## config.mk

```make
export PLATFORM = sky130hd
export DESIGN_NAME = ser_line_sched
export DESIGN_NICKNAME = d
export VERILOG_FILES = /design/src/rtl/ser_line_sched.sv
export SDC_FILE = /design/constraint.sdc
export NUM_CORES = 1
export LEC_CHECK = 0
export CORE_MARGIN = 5
export CORE_UTILIZATION = 47
export CTS_BUF_LIST = sky130_fd_sc_hd__clkbuf_8
export CTS_CLUSTER_DIAMETER = 60
export CTS_CLUSTER_SIZE = 8
export DETAILED_ROUTE_END_ITERATION = 8
export PLACE_DENSITY_LB_ADDON = 0.15
export REMOVE_ABC_BUFFERS = 1
export SLEW_MARGIN = 20
export SYNTH_ARGS = -nofsm -noshare
export SYNTH_HDL_FRONTEND = slang
export SYNTH_SLANG_ARGS = --single-unit
```

## constraint.sdc

```tcl
create_clock -name aclk_i -period 2.19 [get_ports aclk_i]
set_clock_uncertainty 0.1 [all_clocks]
set_input_delay 0.438 -clock aclk_i [delete_from_list [all_inputs] [get_ports aclk_i]]
set_output_delay 0.438 -clock aclk_i [all_outputs]
set_load 0.03 [all_outputs]
```

## src/rtl/ser_line_sched.sv

```systemverilog
// Line scheduler: pops one packed line word from a show-ahead FIFO and streams it
// as BEATS memory beats with ready/valid backpressure, counting lines per frame.
module ser_line_sched #(
    parameter int PAR_WIDTH = 509,
    parameter int SER_WIDTH = 50,
    parameter int BEATS     = 10,
    parameter int LINE_AW   = 9,
    parameter int ADDR_W    = 13,
    parameter int MAX_LINE  = 512
) (
    input  logic                 aclk_i,
    input  logic                 aresetn_i,
    input  logic                 start_i,
    input  logic [LINE_AW:0]     lines_i,
    input  logic                 fifoEmpty_i,
    input  logic [PAR_WIDTH-1:0] fifoDout_i,
    output logic                 fifoRd_o,
    output logic                 ser_valid_o,
    input  logic                 ser_ready_i,
    output logic [SER_WIDTH-1:0] ser_data_o,
    output logic [ADDR_W-1:0]    ser_addr_o,
    output logic                 ser_last_o,
    output logic                 busy_o,
    output logic                 frame_done_o,
    output logic [LINE_AW:0]     line_cnt_o,
    output logic                 line_err_o
);

    localparam int BODY_W = SER_WIDTH * BEATS;
    localparam int KW     = (BEATS > 1) ? $clog2(BEATS) : 1;
    localparam logic [KW-1:0]    K_LAST = KW'(BEATS - 1);
    localparam logic [LINE_AW:0] MAX_L  = (LINE_AW + 1)'(MAX_LINE);

    typedef enum logic [1:0] {
        S_IDLE,
        S_FETCH,
        S_SHIFT,
        S_DONE
    } state_t;

    state_t state_q, state_d;

    logic [LINE_AW:0]     lines_q;
    logic [LINE_AW:0]     line_cnt_q;
    logic [LINE_AW:0]     cnt_next;
    logic                 err_q;
    logic [BODY_W-1:0]    word_q;
    logic [KW-1:0]        k_q;
    logic [SER_WIDTH-1:0] data_q;
    logic [ADDR_W-1:0]    addr_q;
    logic                 last_q;

    logic [LINE_AW-1:0]   line_idx;
    logic                 line_ok;
    logic [ADDR_W-1:0]    line_base;
    logic                 pop;
    logic                 accept;
    logic                 beat_last;

    function automatic logic [SER_WIDTH-1:0] bit_rev(input logic [SER_WIDTH-1:0] v);
        logic [SER_WIDTH-1:0] r;
        for (int unsigned i = 0; i < SER_WIDTH; i++) begin
            r[i] = v[SER_WIDTH-1-i];
        end
        return r;
    endfunction

    assign line_idx  = fifoDout_i[PAR_WIDTH-1 -: LINE_AW];
    assign line_ok   = {1'b0, line_idx} < MAX_L;
    assign line_base = ADDR_W'(line_idx) * ADDR_W'(BEATS);
    assign pop       = (state_q == S_FETCH) && !fifoEmpty_i;
    assign accept    = (state_q == S_SHIFT) && ser_ready_i;
    assign beat_last = (k_q == K_LAST);
    assign cnt_next  = line_cnt_q + (LINE_AW + 1)'(1);

    always_ff @(posedge aclk_i or negedge aresetn_i) begin
        if (!aresetn_i) begin
            state_q <= S_IDLE;
        end else begin
            state_q <= state_d;
        end
    end

    always_comb begin
        state_d  = state_q;
        fifoRd_o = 1'b0;
        case (state_q)
            S_IDLE: begin
                if (start_i) begin
                    state_d = (lines_i == '0) ? S_DONE : S_FETCH;
                end
            end
            S_FETCH: begin
                if (!fifoEmpty_i) begin
                    fifoRd_o = 1'b1;
                    if (line_ok) begin
                        state_d = S_SHIFT;
                    end
                end
            end
            S_SHIFT: begin
                if (accept && beat_last) begin
                    state_d = (cnt_next == lines_q) ? S_DONE : S_FETCH;
                end
            end
            S_DONE: begin
                state_d = S_IDLE;
            end
            default: begin
                state_d = S_IDLE;
            end
        endcase
    end

    // The captured word is kept as a left-shifting register so the next beat's
    // slice always sits in the top SER_WIDTH bits; no variable part-select needed.
    always_ff @(posedge aclk_i or negedge aresetn_i) begin
        if (!aresetn_i) begin
            lines_q    <= '0;
            line_cnt_q <= '0;
            err_q      <= 1'b0;
            word_q     <= '0;
            k_q        <= '0;
            data_q     <= '0;
            addr_q     <= '0;
            last_q     <= 1'b0;
        end else begin
            if ((state_q == S_IDLE) && start_i) begin
                lines_q    <= lines_i;
                line_cnt_q <= '0;
                err_q      <= 1'b0;
            end

            if (pop) begin
                if (line_ok) begin
                    data_q <= bit_rev(fifoDout_i[BODY_W-1 -: SER_WIDTH]);
                    word_q <= fifoDout_i[BODY_W-1:0] << SER_WIDTH;
                    addr_q <= line_base;
                    k_q    <= '0;
                    last_q <= (BEATS == 1);
                end else begin
                    err_q <= 1'b1;
                end
            end

            if (accept) begin
                if (beat_last) begin
                    line_cnt_q <= cnt_next;
                end else begin
                    data_q <= bit_rev(word_q[BODY_W-1 -: SER_WIDTH]);
                    word_q <= word_q << SER_WIDTH;
                    addr_q <= addr_q + ADDR_W'(1);
                    k_q    <= k_q + KW'(1);
                    last_q <= ((k_q + KW'(1)) == K_LAST);
                end
            end
        end
    end

    assign ser_valid_o  = (state_q == S_SHIFT);
    assign ser_data_o   = data_q;
    assign ser_addr_o   = addr_q;
    assign ser_last_o   = last_q;
    assign busy_o       = (state_q != S_IDLE);
    assign frame_done_o = (state_q == S_DONE);
    assign line_cnt_o   = line_cnt_q;
    assign line_err_o   = err_q;

endmodule

```

==> results of run 1 <==
per-layer routing:
layer  track usage [%]  up-vias
li1                  -    11581
met1              33.9    11900
met2              42.9      801
met3              5.24      186
met4              10.4        6
met5                 0        -
logic make-up (layout without fill, tap and decap cells):
| family | count (synthesis) | in the layout |
|---|---|---|
| DFF | 590 | 590 |
| and+or+nand+nor | 1644 | 1646 |
| other | 1 | 14 |
| xor gates and xnor gates | 22 | 22 |
| adders and majority gates | 20 | 20 |
| buffers and inverters | 254 | 852 |
| AOI/OAI and AO/OA | 585 | 585 |
| muxes | 9 | 9 |
timing repair:
action | in CTS | in global routing
hold endpoints to repair | 164 | 0
cloned | 1 | 5
endpoints found under the setup margin | 79 | 417
pin swaps | 1 | 8
resized for setup | 96 | 33
hold buffers | 1 | 0
buffers inserted | 6 | 5
how the worst min path moves through the flow:
stage	slack (ps)	endpoint	from	cells after the start
global placement	270	word_q[445]	aresetn_i	1
floorplan	40	k_q[0]	aresetn_i	0
global route	170	word_q[395]	aresetn_i	2
CTS	140	word_q[445]	aresetn_i	2
finish	170	word_q[445]	aresetn_i	2
detailed placement	270	word_q[445]	aresetn_i	1
sequential cells by signal (all words and copies together) (netlist names):
name and count:
k_q 4, line_cnt_o 10, lines_q 10, ser_addr_o 13
ser_data_o 50, ser_last_o 1, state_q 2, word_q 500
power by group through the flow:
stage	registers (uW)	logic, uW	clock network (uW)
after floorplan	18700	8370	0
after global placement	18200	16000	0
after detailed placement	18400	16500	0
after CTS	18300	16300	7730
after global routing	18800	18500	8150
final	18300	16500	7510
worst max-delay path, cell delays in order, from the launching register on:
cell     delay, ps
dfrtp_2        400
or3b_4         460
inv_16          90
buf_8          120
synth_stat cells (2+ instances only):
cell / instances
xor2_1: 10
inv_1: 12
o31ai_1: 7
nor3b_1: 2
a31oi_1: 504
a21o_1: 2
a21oi_1: 24
buf_6: 33
a21oi_2: 2
buf_8: 3
o21ai_1: 4
nor2_1: 527
dfrtp_1: 590
xnor2_1: 12
ha_1: 19
nand2_1: 1023
or2_2: 2
buf_4: 22
buf_1: 3
o21ai_0: 23
and2_1: 55
clkbuf_1: 106
mux2_2: 9
and3_1: 2
nand3_1: 13
o22ai_1: 4
o21a_1: 2
nor4_1: 4
and4_1: 2
nand3b_1: 3
buf_2: 74
a221oi_1: 3
layout make-up:
class,count,area (um2),share of cell area (%)
repair inverters,1,8.76,0.0246
flip-flops and latches,590,14800,41.5
inverters,13,65.1,0.183
clock buffers,88,1210,3.41
diodes,13,32.5,0.0915
repair buffers,747,7820,22.0
well taps,756,946,2.66
multi-input cells,2283,10700,30.0
clock inverters,3,20.0,0.0563
stage by stage:
stage	cell area (um2)	hold slack [ps]	total power [uW]	setup WS, ps	utilization (%)
CTS	35300	138	42300	-156	62.6
detailed placement	34100	272	35000	-790	60.5
floorplan	25400	42.4	27100	-14290	-
finish	35600	170	42300	-86.7	63.0
global placement	34100	269	34200	-823	60.5
global route	35500	168	45400	-170	63.0
==> impl_metrics.yaml, run 1 <==
job:
  max_cap_violations: 0
power_and_ir_drop:
  power.density_mw_per_mm2: 1190
  power_leakage_uw: 0.0158
  pwr-share-seq_pct: 43.3
  pwr-share-clk_pct: 17.7
  p_comb_share_pct: 38.9
  irDropWorstVdd_v: 0.000744
  swShare_pct: 37.6
  switchingPower_uw: 15900
  internal_power_uw: 26400
yosys:
  synth_top_family_by_area: "simple AND/OR/NAND/NOR gates"
  synthAdderAreaFrac_pct: 0.962
  ys_warn_count: 0
  ys_ff_latch: 590
  synth-compound-area-share_pct: 13.6
  synth_edf_count: 0
  yosysTopAreaCell: "dfrtp_1"
  netlist_area_mm2: 0.0268
  async_reset_ff_share_pct: 100
  synth_top_cells_by_area: "dfrtp_1 55%, nand2_1 14%, a31oi_1 12%, nor2_1 7.4%, clkbuf_1 1.5%"
  yosys.area_share.xor_xnor_pct: 0.719
  synth_top_cell_area_share_pct: 55.1
  ys_seq_area_share_pct: 55.1
  synth_cell_types: 56
  synthMuxAreaShare_pct: 0.378
  avgSynthCellArea_um2: 8.57
  ys.flop_type: "dfrtp_1"
  syn_inst: 3125
  yosys.area_share.simple_pct: 23.9
timing:
  finalSetupTns_ps: -129
  setup_viol: 2
  rsz0062_at_grt: "true"
  layout_setup_ws_ps: -86.7
  timing.fmax_mhz: 439
  hold_viol_final: 0
  period_share_pct: 104
  slew_violations: 0
  layout_min_cycle_time_ps: 2280
placement:
  place_congestion: 0.870
  dp.cells: 4372
  port_buffers: 601
  hpwlAfterDp_um: 59100
detailed_routing:
  routedWlPerCell_um: 18.8
  vias: 24474
  drc: 0
  m1WireLength_um: 35100
  wirelength_um: 84300
  first_pass_iters: 6
  vias_per_cell: 5.45
  met2_wirelength_um: 41100
  top_layer: "met5"
  drtIter0Drc: 1871
  routed-wl-met3_um: 4860
  postRouteAntennaNets: 0
critical_path:
  cp-startpoint: "state_q[0]"
  rr_worst_depth: 6
  critical_path_class: "reg -> out"
  end_kind: "primary output"
  reg2reg_from: "state_q[0]"
  start_kind: "register"
  crit_end: "fifoRd_o"
  worstPathArrival_ps: 1740
  cp_max_fo: 5
  ff2ff_setup_slack_ps: 50
  critPathRequiredTime_ps: 1650
  reg2reg_to: "ser_data_o[33]"
cts:
  clockBufferDepth: 3
  cts_htree_levels: 3
  clk_pin_slew_ps: 60
  clock_latency_ps: 660
  cts_root_buffer: "clkbuf_8"
  cts.sinks: 590
  cts_tree: "done"
  cts_made_buffers: 84
layout:
  final_cells: 4494
  layout_commonest_cell: "nand2_1"
  final_cell_mix: "1023 x nand2_1, 589 x dfrtp_1, 527 x nor2_1"
  nNetsFinal: 4264
  post_route_cells_drive_above_1_share_pct: 7.41
  syn2layout_area_growth_pct: 32.7
  n_fill_cell: 4922
global_routing:
  grt_pass1_vias: 24563
  grt_max_degree: 103
  grt_pass1_wl_um: 132000
  antenna_found_initial: 16
  grt.total_usage_pct: 26.0
  grt_overflow_total: 0
die:
  die_h_um: 249
  rows: 87
  ios: 603
  die_w_um: 249
  die_area_mm2: 0.0619
  coreArea_mm2: 0.0564
  start_util_pct: 47.5
outcome:
  outcome: "finished, violations left"
  violations: "negative setup slack"
worst_hold_path:
  hp-class: "in -> async"
(Power assumes the default switching activity.)
==> run 2, diff against run 1 <==
--- a/config.mk
+++ b/config.mk
@@ -5,14 +5,17 @@
 export SDC_FILE = /design/constraint.sdc
 export NUM_CORES = 1
 export LEC_CHECK = 0
+export CELL_PAD_IN_SITES_DETAIL_PLACEMENT = 1
+export CELL_PAD_IN_SITES_GLOBAL_PLACEMENT = 2
 export CORE_MARGIN = 5
-export CORE_UTILIZATION = 47
+export CORE_UTILIZATION = 28
 export CTS_BUF_LIST = sky130_fd_sc_hd__clkbuf_8
 export CTS_CLUSTER_DIAMETER = 60
 export CTS_CLUSTER_SIZE = 8
 export DETAILED_ROUTE_END_ITERATION = 8
 export PLACE_DENSITY_LB_ADDON = 0.15
 export REMOVE_ABC_BUFFERS = 1
+export SETUP_SLACK_MARGIN = 0.3
 export SLEW_MARGIN = 20
 export SYNTH_ARGS = -nofsm -noshare
 export SYNTH_HDL_FRONTEND = slang
==> run 2 against run 1 <==
Against the previous run: the flow still finishes with violations (negative setup slack); via count rose by 3.4%; die area grew 65%; non-clock buffer count up 184; cell area up 14%; critical path depth did not move; sequential cell count stayed put; utilization decreased by 20 points; maximum frequency shrank 2.5%; critical path type unchanged; critical endpoint unchanged; largest cell class unchanged.
==> impl_metrics.yaml, run 2 (synthesized netlist as in run 1, its figures left out) <==
outcome:
  outcome: "finished, violations left"
  violations: "negative setup slack"
die:
  coreArea_mm2: 0.0950
  ios: 603
  start_util_pct: 28.2
  rows: 113
  die_area_mm2: 0.102
  die_w_um: 319
  die_h_um: 319
cts:
  cts_made_buffers: 89
  clk_pin_slew_ps: 70
  cts_htree_levels: 3
  cts.sinks: 590
  clockBufferDepth: 3
  cts_root_buffer: "clkbuf_8"
  cts_tree: "done"
  clock_latency_ps: 710
detailed_routing:
  top_layer: "met5"
  vias_per_cell: 4.85
  first_pass_iters: 5
  drtIter0Drc: 1439
  vias: 25294
  wirelength_um: 108000
  met2_wirelength_um: 55800
  drc: 0
  routed-wl-met3_um: 3920
  m1WireLength_um: 45000
  routedWlPerCell_um: 20.6
  postRouteAntennaNets: 0
layout:
  regMostFlops: "word_q"
  final_cells: 5214
  n_fill_cell: 10870
  largest_reg_flops: 500
  nNetsFinal: 4451
  final_cell_mix: "879 x nand2_1, 582 x dfrtp_1, 523 x nor2_1"
  post_route_cells_drive_above_1_share_pct: 19.0
  layout_commonest_cell: "nand2_1"
  syn2layout_area_growth_pct: 51.7
global_routing:
  grt_max_degree: 92
  grt_overflow_total: 0
  grt_pass1_vias: 27967
  antenna_found_initial: 22
  grt.total_usage_pct: 20.0
  grt_pass1_wl_um: 163000
timing:
  period_share_pct: 107
  slew_headroom_pct: 63.9
  rsz0062_at_grt: "true"
  timing.fmax_mhz: 428
  tightest_slew_ps: 541
  layout_min_cycle_time_ps: 2330
  setup_viol: 167
  layout_setup_ws_ps: -144
  slew_violations: 0
  hold_slack_ps: 76.4
  hold_viol_final: 0
placement:
  port_buffers: 601
  dp.cells: 4935
  hpwlAfterDp_um: 70800
  place_congestion: 0.784
worst_hold_path:
  hp-class: "in -> async"
critical_path:
  start_kind: "register"
  crit_family: "simple AND/OR/NAND/NOR gates"
  end_kind: "primary output"
  worstPathArrival_ps: 1800
  critical_path_class: "reg -> out"
  critPathRequiredTime_ps: 1650
  timing.critical_path.buf_inv: 2
  cp_max_fo: 4
  cp_cell_sequence: "or3b_4, clkinv_16, buf_8"
  cpPeakStageDelay_ps: 460
  cp_slowest_cell: "or3b_4"
  ff2ff_setup_slack_ps: -120
power_and_ir_drop:
  power_leakage_uw: 0.0179
  power.density_mw_per_mm2: 1180
  irDropWorstVdd_v: 0.000509
  finalPower_uw: 48000
job:
  max_cap_violations: 0
-- run 2: cell types whose count changed in the layout (fill, tap and decap cells not counted), moves of 18 or more --
cell           previous run  this run
buf_16                    4        36
dlygate4sd2_1            66         0
a31oi_1                 504       476
nand2_1                1023       879
a31oi_4                   0        18
nand2_4                   1        32
buf_4                    81       139
nand2_2                   0       111
buf_8                     2        35
buf_6                     7        94
buf_12                   52        71
-- run 2: what timing repair did --
item,4_1_cts,5_1_grt
setup buffers,70,24
endpoints found under the setup margin,663,616
resized for setup,658,290
endpoints found under the hold margin,477,0
gates cloned,31,19
pin swaps,77,213
hold buffers,2,0
-- run 2: power breakdown --
group / total (uW) / switching [uW] / internal, uW
registers: 18500 / 2760 / 15700
clock network: 8940 / 4440 / 4500
logic: 20600 / 10800 / 9730
-- run 2: final timing paths --
path	from	to	cells after the start
max	state_q[1]	fifoRd_o	3
min	aresetn_i	word_q[415]	2
max reg2reg	state_q[1]	word_q[441]	10
min reg2reg	word_q[25]	word_q[25]	1
max in group asynchronous	aresetn_i	word_q[478]	4
min in group aclk_i	fifoDout_i[423]	word_q[473]	3
-- run 2: area by class of cell --
| type | count | area, um2 | area share [%] |
|---|---|---|---|
| Inverter | 13 | 75.1 | 0.185 |
| Timing Repair inverter | 1 | 16.3 | 0.0400 |
| Clock inverter | 18 | 186 | 0.459 |
| Antenna cell | 16 | 40.0 | 0.0985 |
| Sequential cell | 590 | 14800 | 36.3 |
| Tap cell | 1265 | 1580 | 3.89 |
| Multi-Input combinational cell | 2281 | 11700 | 28.7 |
| Timing Repair Buffer | 931 | 10900 | 26.9 |
| Clock buffer | 99 | 1360 | 3.35 |
-- run 2: worst reg2reg max path, cell delays in order (launching register included) --
cell	delay (ps)
dfrtp_2	430
or3b_4	460
clkinv_16	80
buf_4	110
buf_12	140
buf_16	200
buf_12	180
buf_12	120
clkbuf_16	140
nand2_1	50
a31oi_1	190
-- run 2: metrics by stage --
| step | utilization, % | area [um2] | setup TNS [ps] | setup WS (ps) |
|---|---|---|---|---|
| global route | 42.8 | 40600 | -24380 | -241 |
| finish | 42.8 | 40700 | -5150 | -144 |
| floorplan | - | 25400 | -7680330 | -14290 |
| detailed placement | 37.0 | 35200 | -178420 | -879 |
| global placement | 37.0 | 35200 | -165570 | -823 |
| CTS | 40.8 | 38800 | -4560 | -239 |
-- run 2: routing by layer --
layer / global-route usage [%] / vias up
met5: 0 / -
met1: 24.5 / 12657
met2: 35.4 / 477
met3: 3.73 / 138
met4: 6.49 / 10
li1: - / 12012
